**config.mk**
```make
export PLATFORM = sky130hd
export DESIGN_NAME = uart_tx_sched
export DESIGN_NICKNAME = d
export VERILOG_FILES = /design/src/rtl/uart_pkg.sv /design/src/rtl/rr_arbiter.sv /design/src/rtl/uart_tx_sched.sv
export SDC_FILE = /design/constraint.sdc
export NUM_CORES = 1
export LEC_CHECK = 0
export ABC_CLOCK_PERIOD_IN_PS = 6480
export CORE_ASPECT_RATIO = 0.6
export CORE_UTILIZATION = 50
export CTS_BUF_LIST = sky130_fd_sc_hd__clkbuf_2 sky130_fd_sc_hd__clkbuf_4 sky130_fd_sc_hd__clkbuf_8
export DETAILED_ROUTE_END_ITERATION = 10
export GPL_TIMING_DRIVEN = 0
export PLACE_DENSITY_LB_ADDON = 0.2
export SLEW_MARGIN = 30
export SYNTH_ARGS = -nofsm -noshare
export SYNTH_HDL_FRONTEND = slang
export SYNTH_SLANG_ARGS = --single-unit
```
**constraint.sdc**
```tcl
create_clock -name clk -period 6.48 [get_ports clk]
set_clock_uncertainty 0.2 [all_clocks]
set_input_delay 1.296 -clock clk [delete_from_list [all_inputs] [get_ports clk]]
set_output_delay 1.296 -clock clk [all_outputs]
set_load 0.01 [all_outputs]
```
**src/rtl/uart_pkg.sv**
```systemverilog
// rtl/uart_pkg.sv - shared types and constants for the UART transmit path
package uart_pkg;

    typedef enum logic [2:0] {
        ST_IDLE = 3'd0,
        ST_TAG  = 3'd1,
        ST_DATA = 3'd2,
        ST_WAIT = 3'd3,
        ST_GAP  = 3'd4
    } tx_sched_state_t;

    typedef enum logic {
        PH_TAG  = 1'b0,
        PH_DATA = 1'b1
    } tx_phase_t;

    localparam logic [7:0] UART_ASCII_ZERO = 8'h30;

endpackage

```
**src/rtl/rr_arbiter.sv**
```systemverilog
// rtl/rr_arbiter.sv - combinational round-robin arbiter, search starts at ptr+1
module rr_arbiter #(
    parameter int N = 4,
    localparam int IW = $clog2(N)
) (
    input  logic [N-1:0]  req,
    input  logic [IW-1:0] ptr,
    output logic [N-1:0]  gnt,
    output logic [IW-1:0] gnt_idx
);

    logic [IW-1:0] idx;
    logic          found;

    always_comb begin
        gnt     = '0;
        gnt_idx = '0;
        idx     = '0;
        found   = 1'b0;
        for (int k = 1; k <= N; k++) begin
            idx = IW'((int'(ptr) + k) % N);
            if (!found && req[idx]) begin
                found        = 1'b1;
                gnt[idx]     = 1'b1;
                gnt_idx      = idx;
            end
        end
    end

endmodule

```
**src/rtl/uart_tx_sched.sv**
```systemverilog
// rtl/uart_tx_sched.sv - round-robin byte scheduler in front of one UART transmitter
module uart_tx_sched
    import uart_pkg::*;
#(
    parameter int         N_CH     = 4,
    parameter int         GAP      = 16,
    parameter bit         TAG_EN   = 1'b1,
    parameter logic [7:0] TAG_BASE = UART_ASCII_ZERO,
    localparam int        IW       = $clog2(N_CH)
) (
    input  logic              clk,
    input  logic              rst,
    input  logic [N_CH-1:0]   req_valid,
    input  logic [8*N_CH-1:0] req_data,
    output logic [N_CH-1:0]   req_ready,
    output logic              tx_start,
    output logic [7:0]        tx_data,
    input  logic              tx_busy,
    output logic [IW-1:0]     grant_ch,
    output logic              active
);

    tx_sched_state_t state_q, state_d;
    tx_phase_t       phase_q, phase_d;
    logic [IW-1:0]   rr_ptr_q, rr_ptr_d;
    logic [IW-1:0]   grant_q, grant_d;
    logic [IW-1:0]   last_ch_q, last_ch_d;
    logic            last_vld_q, last_vld_d;
    logic            guard_q, guard_d;
    logic [15:0]     gap_q, gap_d;
    logic [7:0]      data_q, data_d;
    logic            tx_start_q, tx_start_d;
    logic [7:0]      tx_data_q, tx_data_d;

    logic [N_CH-1:0] arb_gnt;
    logic [IW-1:0]   arb_idx;
    logic [7:0]      req_byte;
    logic            need_tag;

    rr_arbiter #(.N(N_CH)) u_arb (
        .req     (req_valid),
        .ptr     (rr_ptr_q),
        .gnt     (arb_gnt),
        .gnt_idx (arb_idx)
    );

    assign req_byte = req_data[{arb_idx, 3'b000} +: 8];
    assign need_tag = TAG_EN && (!last_vld_q || (last_ch_q != arb_idx));

    // tx_start/tx_data are registered alongside the state so they line up with TAG/DATA
    always_comb begin
        state_d    = state_q;
        phase_d    = phase_q;
        rr_ptr_d   = rr_ptr_q;
        grant_d    = grant_q;
        last_ch_d  = last_ch_q;
        last_vld_d = last_vld_q;
        guard_d    = guard_q;
        gap_d      = gap_q;
        data_d     = data_q;
        tx_start_d = 1'b0;
        tx_data_d  = tx_data_q;
        req_ready  = '0;
        case (state_q)
            ST_IDLE: begin
                if ((|req_valid) && !rst) begin
                    req_ready  = arb_gnt;
                    grant_d    = arb_idx;
                    rr_ptr_d   = arb_idx;
                    data_d     = req_byte;
                    tx_start_d = 1'b1;
                    if (need_tag) begin
                        state_d   = ST_TAG;
                        tx_data_d = TAG_BASE + 8'(arb_idx);
                    end else begin
                        state_d   = ST_DATA;
                        tx_data_d = req_byte;
                    end
                end
            end
            ST_TAG: begin
                phase_d = PH_TAG;
                guard_d = 1'b1;
                state_d = ST_WAIT;
            end
            ST_DATA: begin
                phase_d    = PH_DATA;
                last_ch_d  = grant_q;
                last_vld_d = 1'b1;
                guard_d    = 1'b1;
                state_d    = ST_WAIT;
            end
            ST_WAIT: begin
                // busy may rise one cycle after start, so the first WAIT cycle is blind
                if (guard_q) begin
                    guard_d = 1'b0;
                end else if (!tx_busy) begin
                    if (phase_q == PH_TAG) begin
                        state_d    = ST_DATA;
                        tx_start_d = 1'b1;
                        tx_data_d  = data_q;
                    end else if (GAP == 0) begin
                        state_d = ST_IDLE;
                    end else begin
                        state_d = ST_GAP;
                        gap_d   = 16'(GAP - 1);
                    end
                end
            end
            ST_GAP: begin
                if (gap_q == '0) state_d = ST_IDLE;
                else             gap_d   = gap_q - 16'd1;
            end
            default: state_d = ST_IDLE;
        endcase
    end

    always_ff @(posedge clk or posedge rst) begin
        if (rst) begin
            state_q    <= ST_IDLE;
            phase_q    <= PH_TAG;
            rr_ptr_q   <= IW'(N_CH - 1);
            grant_q    <= '0;
            last_ch_q  <= '0;
            last_vld_q <= 1'b0;
            guard_q    <= 1'b0;
            gap_q      <= '0;
            data_q     <= '0;
            tx_start_q <= 1'b0;
            tx_data_q  <= '0;
        end else begin
            state_q    <= state_d;
            phase_q    <= phase_d;
            rr_ptr_q   <= rr_ptr_d;
            grant_q    <= grant_d;
            last_ch_q  <= last_ch_d;
            last_vld_q <= last_vld_d;
            guard_q    <= guard_d;
            gap_q      <= gap_d;
            data_q     <= data_d;
            tx_start_q <= tx_start_d;
            tx_data_q  <= tx_data_d;
        end
    end

    assign tx_start = tx_start_q;
    assign tx_data  = tx_data_q;
    assign grant_ch = grant_q;
    assign active   = (state_q != ST_IDLE);

endmodule

```
# Word-level counts from Yosys, hierarchy flattened
# Cells that the tools add are included.
[totals] output_inout_bits=16 ff_bits=45
[op_classes] shifts=1 n_reduce_logical=27 n_bitwise=3 addsub=6 eq_ne=12 n_lt_le_gt_ge=8 muxes=54
[ops] op="$mux W16" count=4
[ops] op="$mux W8" count=5
[ops] op="$pmux W16 S2" count=1
[ops] op="$shiftx A32 B6 Y8" count=1
[ops] op="$mux W4" count=6
[ops] op="$logic_not A16 Y1" count=1
[ops] op="$pmux W8 S2" count=1
[ops] op="$sub A16 B1 Y16 const B" count=1
[ops] op="$mux W1" count=15
[ops] op="$mux W3" count=5
[ops] op="$ne A2 B2 Y1 const B" count=7
[ops] op="$lt A2 B3 Y1 const B" count=4
[ops] op="$or A4 B4 Y4" count=3
[ops] op="$pmux W3 S4" count=1
[ops] op="$mux W2" count=5
[ops] op="$reduce_and A5 Y1" count=2
[ops] op="$bmux W1 S2" count=4
[ops] op="$demux W1 S2" count=4
[ops] op="$ge A2 B1 Y1 const B" count=4
[ops] op="$logic_and A1 B1 Y1" count=8
[ops] op="$reduce_bool A2 Y1" count=4
[ops] op="$add A6 B2 Y7 const A" count=1
[ops] op="$eq A3 B2 Y1 const B" count=2
[ops] op="$pmux W1 S2" count=3
[ops] op="13 further kinds" count=19

# Depth between registers and ports, before layout
[logic_depth] depth_word=18 depth_mapped=13 depth_no_buf=9

# Cells and area by module
# A second synthesis with hierarchy kept.
[unflattened] cells_unflattened=304 area_unflattened_um2=3056.7
[by_module_without_submodules] mod="uart_tx_sched" seq_area_each_um2=1128.6 cells_per_inst=236 area_each_um2=2511.2 n_inst=1
[by_module_without_submodules] mod="rr_arbiter" seq_area_each_um2=0.0 cells_per_inst=68 area_each_um2=545.5 n_inst=1

# Worst setup path before layout
# OpenSTA, ideal clock, no wires.
[synth_path] path_type="in2out" startpoint="input req_valid[3]" endpoint="output req_ready[0]" required_ns=4.984 slack_ns=2.374 path_buffers=1 stages=7 t_arrival_ns=2.610 path_cell_list="buf_2 mux4_2 nor2b_1 a22oi_1 nor2_1 a221oi_1 nor2_1"
[synth_via] elab_chain_len=14 word_cells_on_any_way=28 classes_between="mux: 17; bitwise: 3; reduce/logical: 8"
[synth_lines] element="from (decl)" line="uart_tx_sched.sv:13" text="input logic [N_CH-1:0] req_valid,"
[synth_lines] element="$bmux W1 S2" line="rr_arbiter.sv:22" text="if (!found && req[idx]) begin"
[synth_lines] element="$mux W1 (implied by the code)" line="rr_arbiter.sv:22"
[synth_lines] element="$mux W1" line="rr_arbiter.sv:22"
[synth_lines] element="$logic_not A1 Y1" line="rr_arbiter.sv:22"
[synth_lines] element="$logic_and A1 B1 Y1" line="rr_arbiter.sv:22"
[synth_lines] element="$mux W1" line="rr_arbiter.sv:22"
[synth_lines] element="$logic_not A1 Y1" line="rr_arbiter.sv:22"
[synth_lines] element="$logic_and A1 B1 Y1" line="rr_arbiter.sv:22"
[synth_lines] element="$mux W1" line="rr_arbiter.sv:22"
[synth_lines] element="$logic_not A1 Y1" line="rr_arbiter.sv:22"
[synth_lines] element="$logic_and A1 B1 Y1" line="rr_arbiter.sv:22"
[synth_lines] element="$mux W4" line="rr_arbiter.sv:22"
[synth_lines] element="$mux W4 *" line="uart_tx_sched.sv:66" text="if ((|req_valid) && !rst) begin"
[synth_lines] element="$mux W4 *" line="uart_tx_sched.sv:64" text="case (state_q)"
[synth_lines] element="to (decl)" line="uart_tx_sched.sv:15" text="output logic [N_CH-1:0] req_ready,"
# Every way passes the cells marked *; elsewhere a longest branch is shown, timed or not. The select of a mux whose other input is x is not followed.

# Final worst setup path
[layout_path] startpoint="input req_valid[2]" endpoint="output req_ready[2]"
# Same word-level chain as after synthesis.

==> run summary <==
yosys warns = 0
EDFF count, synth = 0
chip height = 61.3 um
total power = 1.62 mW
Netlist cell types = 50
worst hold slack = 0.281 ns
Slew Limit Headroom = 0.607
Synth area leaders = dfrtp_1, mux2i_1, nor2_1
clock buffer depth = 2
grt total ovfl = 0
post-place setup slack = 1.28 ns
P&R area growth vs syn = 26.3%
Mapped Cells = 322
main flop type after synthesis = dfrtp_1
CTS resizes = 0
clk_lat worst skew = 0.30 ns
Clk network pwr share = 0.136
required time worst endpoint = 4.98 ns
Int Power = 0.933 mW
CTS tree = done
mean area per synthesized cell = 9.11 sq um
Mapped Nets = 371
diode count = 0
H-tree levels = 2
CP Data Arrival Time = 3.72 ns
vias per std cell = 5.61
Post-CTS Setup Inserts = 0
Buf+Inv Stages, Crit Path = 2
drt first-iter violations = 154
routed via count = 2,605
mapped cell area = 2930 sq um
sequential fraction of the synthesis area = 0.385
number of global-route vias before repair = 2,314
dpl hpwl = 5.24 mm
RSZ-0062 raised after global routing = false
count of buffers from port buffering = 53
# clock sinks = 45
Core Region = 5620 sq um
commonest non-fill, non-tap cell in the layout = clkdlybuf4s50_1
worst-margin pin slew = 0.573 ns
row cnt = 21
setup ws final = 1.27 ns
Worst-path clk slew = 0.08 ns
outcome = finished, final reports clean
width of the die = 101 um
min cycle time layout = 5.21 ns
Reg power frac = 0.285
Post-Route Setup TNS = 0 ns
combinational power share = 0.579
WL per Instance = 14.7 um
CTS Buf Count = 5
First-pass DRT Iterations = 4
Final period util = 0.805
Final setup viols = 0
class of the worst hold path = flop to flop
switching share of power = 0.425
ys async rst share = 1.00
highest-delay cell along the critical path = mux4_2
commonest non-fill, non-tap cells in the layout = clkdlybuf4s50_1, nor2_1, dfrtp_1
CTS root buf = clkbuf_8
# hold bufs at CTS = 0
IO Count = 55
Crit Path Class = primary input to output port
Max-Cap Viols = 0
final slew viol count = 0
largest net degree at the start of global routing = 31
drt total wl = 6.84 mm
All-Layer GR Usage = 0.242
Synth area leader = dfrtp_1
switching pwr = 0.691 mW
pwr/cell area = 438 nW/um^2
Final Hold Fails = 0
peak supply drop = 0.250 mV
Yosys top cell area share = 0.367
initial antenna violation count = 0
Routed Antenna Nets = 0
Pleak = 1.61 nW
Final nets = 432
worst path cell trace = clkdlybuf4s50_1, mux4_2, nor2b_1, a22oi_1, nor2_1, a221oi_1, nor2_1, clkdlybuf4s50_1
DRC Markers = 0
Die ar. = 6190 sq um
Crit path largest cell delay = 0.62 ns
final RePlAce weighted congestion = 0.827
CP Max Fanout = 9
crit-path leading delay family = buffers and inverters
first-pass GRT wire length = 11.3 mm
Initial Util = 0.522
layout filler cell count = 506
crit end category = output port
share of cells above drive strength 1 = 0.0885
crit path launch type = primary input
fmax = 192 MHz
flops & latches, synth = 45
-- path summary, 6_finish.rpt --
kind / start / to / slack [ns] / cells after the start
max in group asynchronous: rst / rr_ptr_q[0]$_DFFE_PP1P_ / 4.38 / 3
setup / recovery: req_valid[2] / req_ready[2] / 1.27 / 8
hold / removal: data_q[0]$_DFFE_PP0P_ / data_q[0]$_DFFE_PP0P_ / 0.28 / 2
hold reg to reg: data_q[0]$_DFFE_PP0P_ / data_q[0]$_DFFE_PP0P_ / 0.28 / 2
setup reg to reg: rr_ptr_q[0]$_DFFE_PP1P_ / state_q[1]$_DFFE_PP0P_ / 2.80 / 11
min in group asynchronous: rst / guard_q$_DFFE_PP0P_ / 1.16 / 2
-- cells in the mapped netlist, types with 2 or more instances --
cell      instances
a22oi_1           5
o211ai_1          2
dfrtp_1          43
nand3b_1          3
a31oi_1           4
ha_1             10
nor4b_4           2
o21ai_0          11
nand4_1           3
nor2b_1           4
buf_2             3
mux2i_1          23
clkbuf_1          9
mux4_2            2
and2_1            2
mux2_2            3
nand3_1          19
o21a_1            2
nor3b_1           4
buf_4             2
xor2_1            9
nor4b_1           3
or2_2             3
xnor2_1           5
or3b_2            3
nor3_1            3
nor2_1           44
nand4b_1          3
o31ai_1           2
a221oi_1          4
a21oi_1          13
inv_1             7
nor4_1            4
nand2_1          42
or3_1             5
dfstp_2           2
-- registers in the layout (all words and copies together), names as in the netlist --
register	count
data_q	8
gap_q	16
grant_ch	2
guard_q	1
last_ch_q	2
last_vld_q	1
phase_q	1
rr_ptr_q	2
state_q	3
tx_data	8
tx_start	1
-- worst register-to-register path, stage by stage (launching register included) --
cell	delay, ns
dfstp_2	0.66
buf_4	0.22
inv_1	0.15
ha_1	0.31
clkbuf_1	0.30
mux2i_1	0.28
a21oi_1	0.14
nor4b_1	0.47
nor4b_4	0.14
nor2_1	0.47
nor3_1	0.08
o21ai_0	0.17
-- power groups by stage --
| stage | clock [mW] | sequential (mW) | combinational (mW) |
|---|---|---|---|
| final | 0.221 | 0.463 | 0.940 |
| after global routing | 0.237 | 0.477 | 1.04 |
| after CTS | 0.225 | 0.462 | 0.937 |
| after detailed placement | 0 | 0.466 | 0.933 |
| after global placement | 0 | 0.464 | 0.913 |
| after floorplan | 0 | 0.457 | 0.679 |
-- layout make-up --
type                       count  area (sq um)  area share
clock inverter                 2          37.5      0.0101
timing repair buffer          54           551       0.149
tap                           80           100      0.0270
buffer                        16          90.1      0.0243
sequential                    45          1130       0.305
multi-input combinational    254          1690       0.456
clock buffer                   6          82.6      0.0223
inverter                       7          26.3     0.00709
-- kinds of logic after synthesis --
kind of cell,synth area share
AND/OR/NAND/NOR,0.269
AO/OA/AOI/OAI,0.108
flip-flops,0.385
multiplexers,0.114
buffers and inverters,0.0397
XOR/XNOR,0.0418
adder cells (fa/ha/maj),0.0427
-- stage by stage --
stage / instances / instance area, sq um / utilization
after floorplan: 322 / 2930 / -
after global placement: 455 / 3560 / 0.634
after CTS: 464 / 3700 / 0.659
after global routing: 464 / 3700 / 0.659
after detailed placement: 456 / 3580 / 0.637
final: 464 / 3700 / 0.659
-- metal layers --
layer	vias to the layer above	routed length, um	global-route usage
li1	1264	-	-
met1	1221	3470	0.363
met2	111	2760	0.354
met3	9	513	0.0556
met4	0	83	0.0600
met5	-	0	0
No activity file was read; power rests on OpenSTA's default activity.
